$ cat src/rtl/ahb_rr_interconnect.sv
// Single-layer AHB interconnect: round-robin arbiter with HLOCK and parking, owner-muxed address phase,
// decoder, and data-phase muxes that follow HREADY stalls; unmapped addresses hit a two-cycle ERROR slave.
module ahb_rr_interconnect #(
    parameter int NUM_MASTERS    = 4,
    parameter int NUM_SLAVES     = 4,
    parameter int DATA_W         = 32,
    parameter int ADDR_W         = 32,
    parameter int DEFAULT_MASTER = 0,
    localparam int MW = $clog2(NUM_MASTERS),
    localparam int SW = (NUM_SLAVES > 1) ? $clog2(NUM_SLAVES) : 1
) (
    input  logic                          HCLK,
    input  logic                          HRST,
    input  logic [NUM_MASTERS-1:0]        HBUSREQ,
    input  logic [NUM_MASTERS-1:0]        HLOCK,
    input  logic [2*NUM_MASTERS-1:0]      HTRANS,
    input  logic [NUM_MASTERS-1:0]        HWRITE,
    input  logic [3*NUM_MASTERS-1:0]      HSIZE,
    input  logic [3*NUM_MASTERS-1:0]      HBURST,
    input  logic [3*NUM_MASTERS-1:0]      HPROT,
    input  logic [ADDR_W*NUM_MASTERS-1:0] HADDR,
    input  logic [DATA_W*NUM_MASTERS-1:0] HWDATA,
    output logic [NUM_MASTERS-1:0]        HGRANT,
    output logic [MW-1:0]                 HMASTER,
    output logic                          HMASTLOCK,
    output logic                          HREADY,
    output logic                          HRESP,
    output logic [DATA_W-1:0]             HRDATA,
    output logic [NUM_SLAVES-1:0]         HSEL_S,
    output logic [ADDR_W-1:0]             HADDR_S,
    output logic                          HWRITE_S,
    output logic [2:0]                    HSIZE_S,
    output logic [2:0]                    HBURST_S,
    output logic [2:0]                    HPROT_S,
    output logic [1:0]                    HTRANS_S,
    output logic [DATA_W-1:0]             HWDATA_S,
    input  logic [DATA_W*NUM_SLAVES-1:0]  HRDATA_S,
    input  logic [NUM_SLAVES-1:0]         HREADY_S,
    input  logic [NUM_SLAVES-1:0]         HRESP_S
);

    localparam logic [1:0] TR_BUSY   = 2'b01;
    localparam logic [1:0] TR_NONSEQ = 2'b10;
    localparam logic [1:0] TR_SEQ    = 2'b11;

    typedef enum logic [1:0] {DP_IDLE, DP_SLAVE, DP_ERR1, DP_ERR2} dp_state_t;

    logic [MW-1:0]          owner;
    logic [NUM_MASTERS-1:0] grant;
    logic                   mastlock;
    dp_state_t              dp_state;
    logic [MW-1:0]          dp_master;
    logic [SW-1:0]          dp_slave;

    logic [SW-1:0]          slv_idx;
    logic                   addr_active;
    logic                   slv_mapped;
    logic                   hold;
    logic                   rr_found;
    logic [MW-1:0]          rr_next;
    logic [MW-1:0]          cand;
    logic [MW-1:0]          next_owner;
    logic [NUM_MASTERS-1:0] next_grant;

    assign HGRANT    = grant;
    assign HMASTER   = owner;
    assign HMASTLOCK = mastlock;

    always_comb begin
        HADDR_S  = '0;
        HTRANS_S = '0;
        HWRITE_S = 1'b0;
        HSIZE_S  = '0;
        HBURST_S = '0;
        HPROT_S  = '0;
        for (int m = 0; m < NUM_MASTERS; m++) begin
            if (owner == MW'(m)) begin
                HADDR_S  = HADDR[m*ADDR_W +: ADDR_W];
                HTRANS_S = HTRANS[2*m +: 2];
                HWRITE_S = HWRITE[m];
                HSIZE_S  = HSIZE[3*m +: 3];
                HBURST_S = HBURST[3*m +: 3];
                HPROT_S  = HPROT[3*m +: 3];
            end
        end
    end

    assign slv_idx     = HADDR_S[ADDR_W-1 -: SW];
    assign addr_active = (HTRANS_S == TR_NONSEQ) || (HTRANS_S == TR_SEQ);
    assign slv_mapped  = {1'b0, slv_idx} < (SW+1)'(NUM_SLAVES);

    always_comb begin
        HSEL_S = '0;
        for (int s = 0; s < NUM_SLAVES; s++) begin
            HSEL_S[s] = addr_active && (slv_idx == SW'(s));
        end
    end

    // Search starts just after the current owner, so the owner is the last candidate
    // and keeps the bus only when nobody else is asking.
    always_comb begin
        rr_found = 1'b0;
        rr_next  = MW'(DEFAULT_MASTER);
        cand     = owner;
        for (int i = 0; i < NUM_MASTERS; i++) begin
            cand = (cand == MW'(NUM_MASTERS-1)) ? '0 : cand + MW'(1);
            if (!rr_found && HBUSREQ[cand]) begin
                rr_found = 1'b1;
                rr_next  = cand;
            end
        end
    end

    assign hold       = (HTRANS_S == TR_SEQ) || (HTRANS_S == TR_BUSY) ||
                        (HLOCK[owner] && HBUSREQ[owner]);
    assign next_owner = hold ? owner : rr_next;

    always_comb begin
        next_grant = '0;
        for (int m = 0; m < NUM_MASTERS; m++) begin
            next_grant[m] = (next_owner == MW'(m));
        end
    end

    always_comb begin
        HREADY   = 1'b1;
        HRESP    = 1'b0;
        HRDATA   = '0;
        HWDATA_S = '0;
        for (int m = 0; m < NUM_MASTERS; m++) begin
            if (dp_master == MW'(m)) HWDATA_S = HWDATA[m*DATA_W +: DATA_W];
        end
        case (dp_state)
            DP_SLAVE: begin
                for (int s = 0; s < NUM_SLAVES; s++) begin
                    if (dp_slave == SW'(s)) begin
                        HREADY = HREADY_S[s];
                        HRESP  = HRESP_S[s];
                        HRDATA = HRDATA_S[s*DATA_W +: DATA_W];
                    end
                end
            end
            DP_ERR1: begin
                HREADY = 1'b0;
                HRESP  = 1'b1;
            end
            DP_ERR2: HRESP = 1'b1;
            default: ;
        endcase
    end

    // The first ERROR cycle drives HREADY low itself, so it must advance without waiting on HREADY.
    always_ff @(posedge HCLK or posedge HRST) begin
        if (HRST) begin
            owner     <= MW'(DEFAULT_MASTER);
            grant     <= NUM_MASTERS'(1) << DEFAULT_MASTER;
            mastlock  <= 1'b0;
            dp_state  <= DP_IDLE;
            dp_master <= MW'(DEFAULT_MASTER);
            dp_slave  <= '0;
        end else if (dp_state == DP_ERR1) begin
            dp_state <= DP_ERR2;
        end else if (HREADY) begin
            owner     <= next_owner;
            grant     <= next_grant;
            mastlock  <= HLOCK[next_owner];
            dp_master <= owner;
            if (!addr_active) begin
                dp_state <= DP_IDLE;
            end else if (slv_mapped) begin
                dp_state <= DP_SLAVE;
                dp_slave <= slv_idx;
            end else begin
                dp_state <= DP_ERR1;
            end
        end
    end

endmodule
$ cat config.mk
export PLATFORM = sky130hd
export DESIGN_NAME = ahb_rr_interconnect
export DESIGN_NICKNAME = d
export VERILOG_FILES = /design/src/rtl/ahb_rr_interconnect.sv
export SDC_FILE = /design/constraint.sdc
export NUM_CORES = 1
export LEC_CHECK = 0
export CAP_MARGIN = 20
export CORE_AREA = 5 5 218 220
export DETAILED_ROUTE_END_ITERATION = 6
export DIE_AREA = 0 0 223 225
export HOLD_SLACK_MARGIN = 0.1
export PLACE_DENSITY = 0.38
export SLEW_MARGIN = 20
export SYNTH_ARGS = -nofsm -noshare
export SYNTH_HDL_FRONTEND = slang
export SYNTH_SLANG_ARGS = --single-unit
$ cat constraint.sdc
create_clock -name HCLK -period 4.04 [get_ports HCLK]
set_clock_uncertainty 0.15 [all_clocks]
set_input_delay 0.808 -clock HCLK [delete_from_list [all_inputs] [get_ports HCLK]]
set_output_delay 0.808 -clock HCLK [all_outputs]
set_load 0.005 [all_outputs]
==> impl_metrics.json, run 1 <==
{
  "setup_viol": 0,
  "final_common_cell": "clkdlybuf4s50_1",
  "final_area_um2": 10700,
  "r2r_slack_ns": 1.18,
  "timing.rr.start": "HMASTER[1]",
  "die_area_um2": 50180,
  "io_buffers": 570,
  "finalWeightedCongestion": 0.8934,
  "p_comb_frac": 0.907,
  "placed_cells": 1687,
  "yosys_warnings": 0,
  "grt_pass1_wl_mm": 49.78,
  "coreArea_um2": 45090,
  "hold_buffers": 0,
  "r2r_cells": 11,
  "crit_arrival_ns": 2.84,
  "drt_wl_total_mm": 36.20,
  "cap_violations": 0,
  "synth_edf_count": 0,
  "drc": 0,
  "startpoint": "HMASTER[1]",
  "firstDrtPassIters": 4,
  "cts.path.max_buffers": 2,
  "internal-power_mw": 3.233,
  "drtAntennaViolNets": 0,
  "yosys.area_share.simple": 0.2561,
  "post-route-min-period_ns": 3.801,
  "ys_seq_elements": 13,
  "layout_setup_ws_ns": 0.2386,
  "finalNonFillerCells": 1695,
  "cp.required_ns": 3.08,
  "area_delta_synth_final_pct": 156.7,
  "postSynthAreaPerCell_um2": 7.550,
  "die_w_um": 223,
  "path_max_fanout": 37,
  "initial_utilization": 0.09244,
  "syn_inst": 552,
  "fmax_mhz": 263.1,
  "crit_slowest_cell": "clkdlybuf4s50_1",
  "hold_class": "reg2reg",
  "worstHoldStart": "HGRANT[1]",
  "grt_pass1_vias": 6916,
  "grt_max_degree": 63,
  "path_delay_family": "buffers and inverters",
  "p_leak_nw": 3.737,
  "cts.sinks": 13,
  "synth_top_family_by_area": "multiplexers",
  "drv_slew": 0,
  "post_dp_cell_area_um2": 10600,
  "p_sw_mw": 2.604,
  "place_ws_ns": -0.04552,
  "mappedNetlistArea_um2": 4168,
  "layout-drive-gt1-share": 0.1036,
  "ys_async_sr_fraction": 1.000,
  "path_cells": "inv_1, ha_2, buf_4, a22oi_1, nor2_1, a21oi_1, o21ai_1, buf_4, nor3b_1, clkdlybuf4s50_1",
  "timing.final.crit_share": 0.9409,
  "clk_pin_slew_worst_paths_ns": 0.06,
  "dieHeight_um": 225,
  "synth_compound_area_frac": 0.2204,
  "endpoint_kind": "output port",
  "synthTopCellsByArea": "mux4_2, a21oi_1, nand2_1",
  "viasPerCell": 3.799,
  "grt_usage": 0.1325,
  "synthAdderAreaFrac": 0.01201,
  "p_total_mw": 5.837,
  "cp-start-kind": "flop",
  "ys_seq_area_frac": 0.07835,
  "slew_headroom": 0.5159,
  "crit_top_cell": "buf_4",
  "power.density_nw_per_um2": 545.6,
  "hold_path_end": "HGRANT[1]",
  "routedWlPerCell_um": 21.36,
  "clock_latency_ns": 0.25,
  "ys_types": 46,
  "r2r_end": "HMASTLOCK",
  "via_count": 6440,
  "yosys.area.top_type": "mux4_2",
  "dr.first_iter.drc_count": 194,
  "seqPwrFrac": 0.058,
  "path_buf_inv": 4,
  "outcome": "completed",
  "io_pins": 571,
  "nets": 1546,
  "cts-root-buf": "clkbuf_16",
  "post-route-util": 0.2373,
  "antenna_found_initial": 7,
  "p_sw_frac": 0.4460,
  "rsz0062_at_grt": "no",
  "cts_buffers": 3,
  "synthMuxAreaShare": 0.3672,
  "p_clk_frac": 0.035,
  "ir_drop_uv": 224.6,
  "synth_ff_type": "dfrtp_1",
  "path_class": "reg2out",
  "hold_path_depth": 2,
  "layout_common_cells": "clkdlybuf4s50_1, nand2_1, a21oi_1, nor2_1, mux4_2",
  "hpwl_mm": 31.63,
  "critPathMaxStageDelay_ns": 0.53,
  "synth_fp_nets": 1006,
  "cp_num_cells": 10,
  "yosys.area.top_type_share": 0.3566,
  "htreeDepth": 1,
  "synthXorXnorAreaFrac": 0,
  "final-hold-violation-count": 0,
  "grt_overflow": 0,
  "cts_tree": "done",
  "row_count": 78,
  "worst_pin_slew_ns": 0.7262
}
-- cell type report --
type | count | area, um2
inverter | 6 | 22.52
tap | 600 | 750.7
fill | 5019 | 34390
timing repair buffer | 593 | 5916
sequential | 13 | 329.1
multi-input combinational | 475 | 3590
clock buffer | 3 | 75.07
clock inverter | 1 | 5.005
antenna | 4 | 10.01
-- synthesized netlist by cell type (2+ instances only) --
library cell / instances
a211oi_1: 2
nor4_1: 2
dfrtp_1: 12
buf_2: 13
ha_1: 4
a22oi_1: 6
mux2_2: 3
a21oi_1: 86
nor2_1: 80
nand3_1: 4
inv_1: 6
o31ai_1: 3
nand2_1: 95
or3b_2: 2
mux4_2: 66
nand3b_1: 2
clkbuf_1: 35
o21ai_1: 5
nor2b_1: 35
nand2b_1: 7
buf_1: 7
and3_1: 2
nor3b_1: 3
buf_6: 2
o21ai_0: 49
-- worst max-delay path by stage --
| stage | to | slack (ns) |
|---|---|---|
| 6_report | HSEL_S[1] | 0.24 |
| 5_1_grt | HSEL_S[1] | 0.002 |
| 4_1_cts | HSEL_S[1] | 0.14 |
| 3_5_place_dp | HSEL_S[3] | -0.05 |
| 3_3_place_gp | HSEL_S[3] | -0.06 |
| 2_1_floorplan | HSEL_S[2] | 1.06 |
-- logic make-up (layout without fill, tap and decap cells) --
family | count (synthesis) | count (layout)
simple gates | 238 | 238
compound gates | 163 | 163
mux | 70 | 70
buf+inv | 64 | 603
flops | 13 | 13
fa+ha+maj | 4 | 4
other cells | 0 | 4
-- timing repair --
item,in CTS,in global routing
gates resized for setup,1,1
setup buffers,0,0
setup endpoints to repair,1,1
cloned,0,0
pin swaps,0,0
-- worst reg2reg max path, cell delays in order (launching register included) --
cell and delay, ns:
dfrtp_1 0.37, inv_1 0.11, ha_2 0.33, buf_4 0.16
buf_4 0.33, a211oi_2 0.13, o21ai_1 0.22, a22oi_4 0.16
and3_1 0.20, o21ai_1 0.33, nor4_1 0.08, a311oi_1 0.19
-- per-stage QoR --
step	TNS, ns	hold slack [ns]
floorplan	0	0.2859
global placement	-0.05625	0.3204
detailed placement	-0.04552	0.3208
CTS	0	0.3349
global route	0	0.3763
finish	0	0.3224
-- power groups by stage --
stage | combinational, mW | clock, mW | sequential [mW]
floorplan | 2.57 | 0 | 0.233
global placement | 5.43 | 0 | 0.353
detailed placement | 5.41 | 0 | 0.358
CTS | 5.45 | 0.216 | 0.354
global route | 5.76 | 0.219 | 0.366
finish | 5.30 | 0.203 | 0.337
-- per-layer routing --
| layer | GRT usage | part of all wire | wire, um |
|---|---|---|---|
| met2 | 0.2421 | 0.51 | 18500 |
| met4 | 0.02569 | 0.016 | 580 |
| met3 | 0.05302 | 0.10 | 3676 |
| met5 | 0 | 0.00075 | 27 |
| met1 | 0.1463 | 0.37 | 13420 |
-- sequential cells by signal (all words and copies together) (netlist names) --
| signal | cells |
|---|---|
| dp_slave | 2 |
| HGRANT | 4 |
| HMASTER | 2 |
| dp_state | 2 |
| dp_master | 2 |
| HMASTLOCK | 1 |
Power figures use the tool's default switching activity.
==> run 2: changes to the inputs <==
--- a/config.mk
+++ b/config.mk
@@ -10,8 +10,9 @@
 export DETAILED_ROUTE_END_ITERATION = 6
 export DIE_AREA = 0 0 223 225
 export HOLD_SLACK_MARGIN = 0.1
-export PLACE_DENSITY = 0.38
+export PLACE_DENSITY = 0.43
 export SLEW_MARGIN = 20
 export SYNTH_ARGS = -nofsm -noshare
 export SYNTH_HDL_FRONTEND = slang
 export SYNTH_SLANG_ARGS = --single-unit
+export TNS_END_PERCENT = 30
==> impl_metrics.json, run 2 (synthesized netlist as in run 1, its figures left out) <==
{
  "routedWlPerCell_um": 21.33,
  "r2r_cells": 10,
  "cts.sinks": 13,
  "final_common_cell": "clkdlybuf4s50_1",
  "rsz0062_at_grt": "yes",
  "grt_max_degree": 49,
  "p_leak_nw": 3.789,
  "final-hold-violation-count": 0,
  "r2r_slack_ns": 1.06,
  "viasPerCell": 3.874,
  "finalNonFillerCells": 1701,
  "row_count": 78,
  "clk_pin_slew_worst_paths_ns": 0.05,
  "drtAntennaViolNets": 0,
  "timing.rr.start": "HMASTER[0]",
  "layout_common_cells": "clkdlybuf4s50_1, nand2_1, a21oi_1, nor2_1, mux4_2",
  "timing.final.crit_share": 0.9497,
  "post-route-util": 0.2388,
  "grt_usage": 0.1324,
  "layout-drive-gt1-share": 0.1102,
  "initial_utilization": 0.09244,
  "io_pins": 571,
  "die_area_um2": 50180,
  "endpoint": "HSEL_S[2]",
  "fin_hold_ws_ns": 0.3292,
  "grt_pass1_vias": 7035,
  "drt_wl_total_mm": 36.28,
  "clock_latency_ns": 0.25,
  "power.density_nw_per_um2": 552.3,
  "crit_slowest_cell": "clkdlybuf4s50_1",
  "cts.path.max_buffers": 2,
  "post-route-min-period_ns": 3.837,
  "grt_overflow": 0,
  "finalWeightedCongestion": 0.9121,
  "die_w_um": 223,
  "cts_tree": "done",
  "slew_headroom": 0.3504,
  "io_buffers": 570,
  "via_count": 6589,
  "nets": 1553,
  "r2r_end": "HMASTLOCK",
  "ir_drop_uv": 224.0,
  "coreArea_um2": 45090,
  "htreeDepth": 1,
  "hold_class": "reg2reg",
  "path_cells": "clkdlybuf4s50_1, a22oi_1, nor2_1, a21oi_1, o21ai_1, buf_4, nor3b_1, clkdlybuf4s50_1",
  "startpoint": "HADDR[62]",
  "antenna_found_initial": 7,
  "fmax_mhz": 260.6,
  "crit_arrival_ns": 2.88,
  "largest_register_ffs": 4,
  "path_class": "in2out",
  "cp-start-kind": "input pin",
  "hpwl_mm": 31.88,
  "drc": 0,
  "firstDrtPassIters": 4,
  "drv_slew": 0,
  "placed_cells": 1694,
  "dr.first_iter.drc_count": 261,
  "cts-root-buf": "clkbuf_16",
  "cap_violations": 0,
  "hold_buffers": 0,
  "setup_viol": 0,
  "cp.required_ns": 3.08,
  "outcome": "completed",
  "path_max_fanout": 5,
  "grt_pass1_wl_mm": 49.80,
  "endpoint_kind": "output port",
  "area_delta_synth_final_pct": 158.3,
  "crit_top_cell": "clkdlybuf4s50_1",
  "cts_buffers": 3,
  "critPathMaxStageDelay_ns": 0.59,
  "worst_pin_slew_ns": 0.9744,
  "dieHeight_um": 225
}
run 2: per-layer routing:
| metal | track usage | vias up | share of wire | wire length (um) |
|---|---|---|---|---|
| met1 | 0.1507 | 3053 | 0.38 | 13790 |
| met4 | 0.02787 | 2 | 0.023 | 848 |
| met3 | 0.04325 | 32 | 0.090 | 3277 |
| met2 | 0.2423 | 396 | 0.51 | 18350 |
| li1 | - | 3106 | - | - |
| met5 | 0 | - | 0.00055 | 20 |
run 2: what timing repair did:
| action | CTS | global route |
|---|---|---|
| buffers inserted | 0 | 0 |
| endpoints found under the setup margin | 3 | 4 |
| pin swaps | 0 | 0 |
| gates resized for setup | 2 | 2 |
run 2: final cells by class:
class                   count  area, um2
diodes                      3      7.507
clock buffers               4      78.83
fillers                  4980      34320
inverters                   6      22.52
multi-input cells         475       3606
flip-flops and latches     13      329.1
well taps                 600      750.7
repair buffers            600       5971
run 2: critical path: cells and delay by family:
family | cells | cell delay (ns)
compound gates | 3 | 0.62
buf+inv | 3 | 1.16
simple gates | 2 | 0.29
run 2: how the worst min path moves through the flow:
stage	from	end	slack [ns]	depth (start not counted)
final	HGRANT[1]	HGRANT[1]	0.33	2
after global routing	HGRANT[1]	HGRANT[1]	0.35	2
after CTS	HGRANT[1]	HGRANT[1]	0.34	2
after detailed placement	HGRANT[1]	HGRANT[1]	0.32	2
after global placement	HGRANT[3]	HGRANT[3]	0.32	2
after floorplan	dp_state[0]	dp_state[1]	0.29	1
run 2: report_power, final:
part | internal, mW | leakage [nW] | switching [mW] | total, mW
Sequential | 0.195 | 0.157 | 0.155 | 0.350
Combinational | 2.96 | 3.59 | 2.44 | 5.40
Clock | 0.134 | 0.0382 | 0.0617 | 0.195
Total | 3.29 | 3.79 | 2.66 | 5.95
run 2: per-stage QoR:
| stage | setup TNS [ns] | setup WS, ns | total power, mW | cell area [um2] |
|---|---|---|---|---|
| 2_1_floorplan | 0 | 1.058 | 2.807 | 4168 |
| 3_3_place_gp | -0.4760 | -0.2187 | 5.884 | 10670 |
| 3_5_place_dp | -0.3302 | -0.1738 | 5.850 | 10670 |
| 4_1_cts | 0 | 0.04250 | 6.097 | 10750 |
| 5_1_grt | -0.01830 | -0.01830 | 6.452 | 10770 |
| 6_report | 0 | 0.2030 | 5.946 | 10770 |
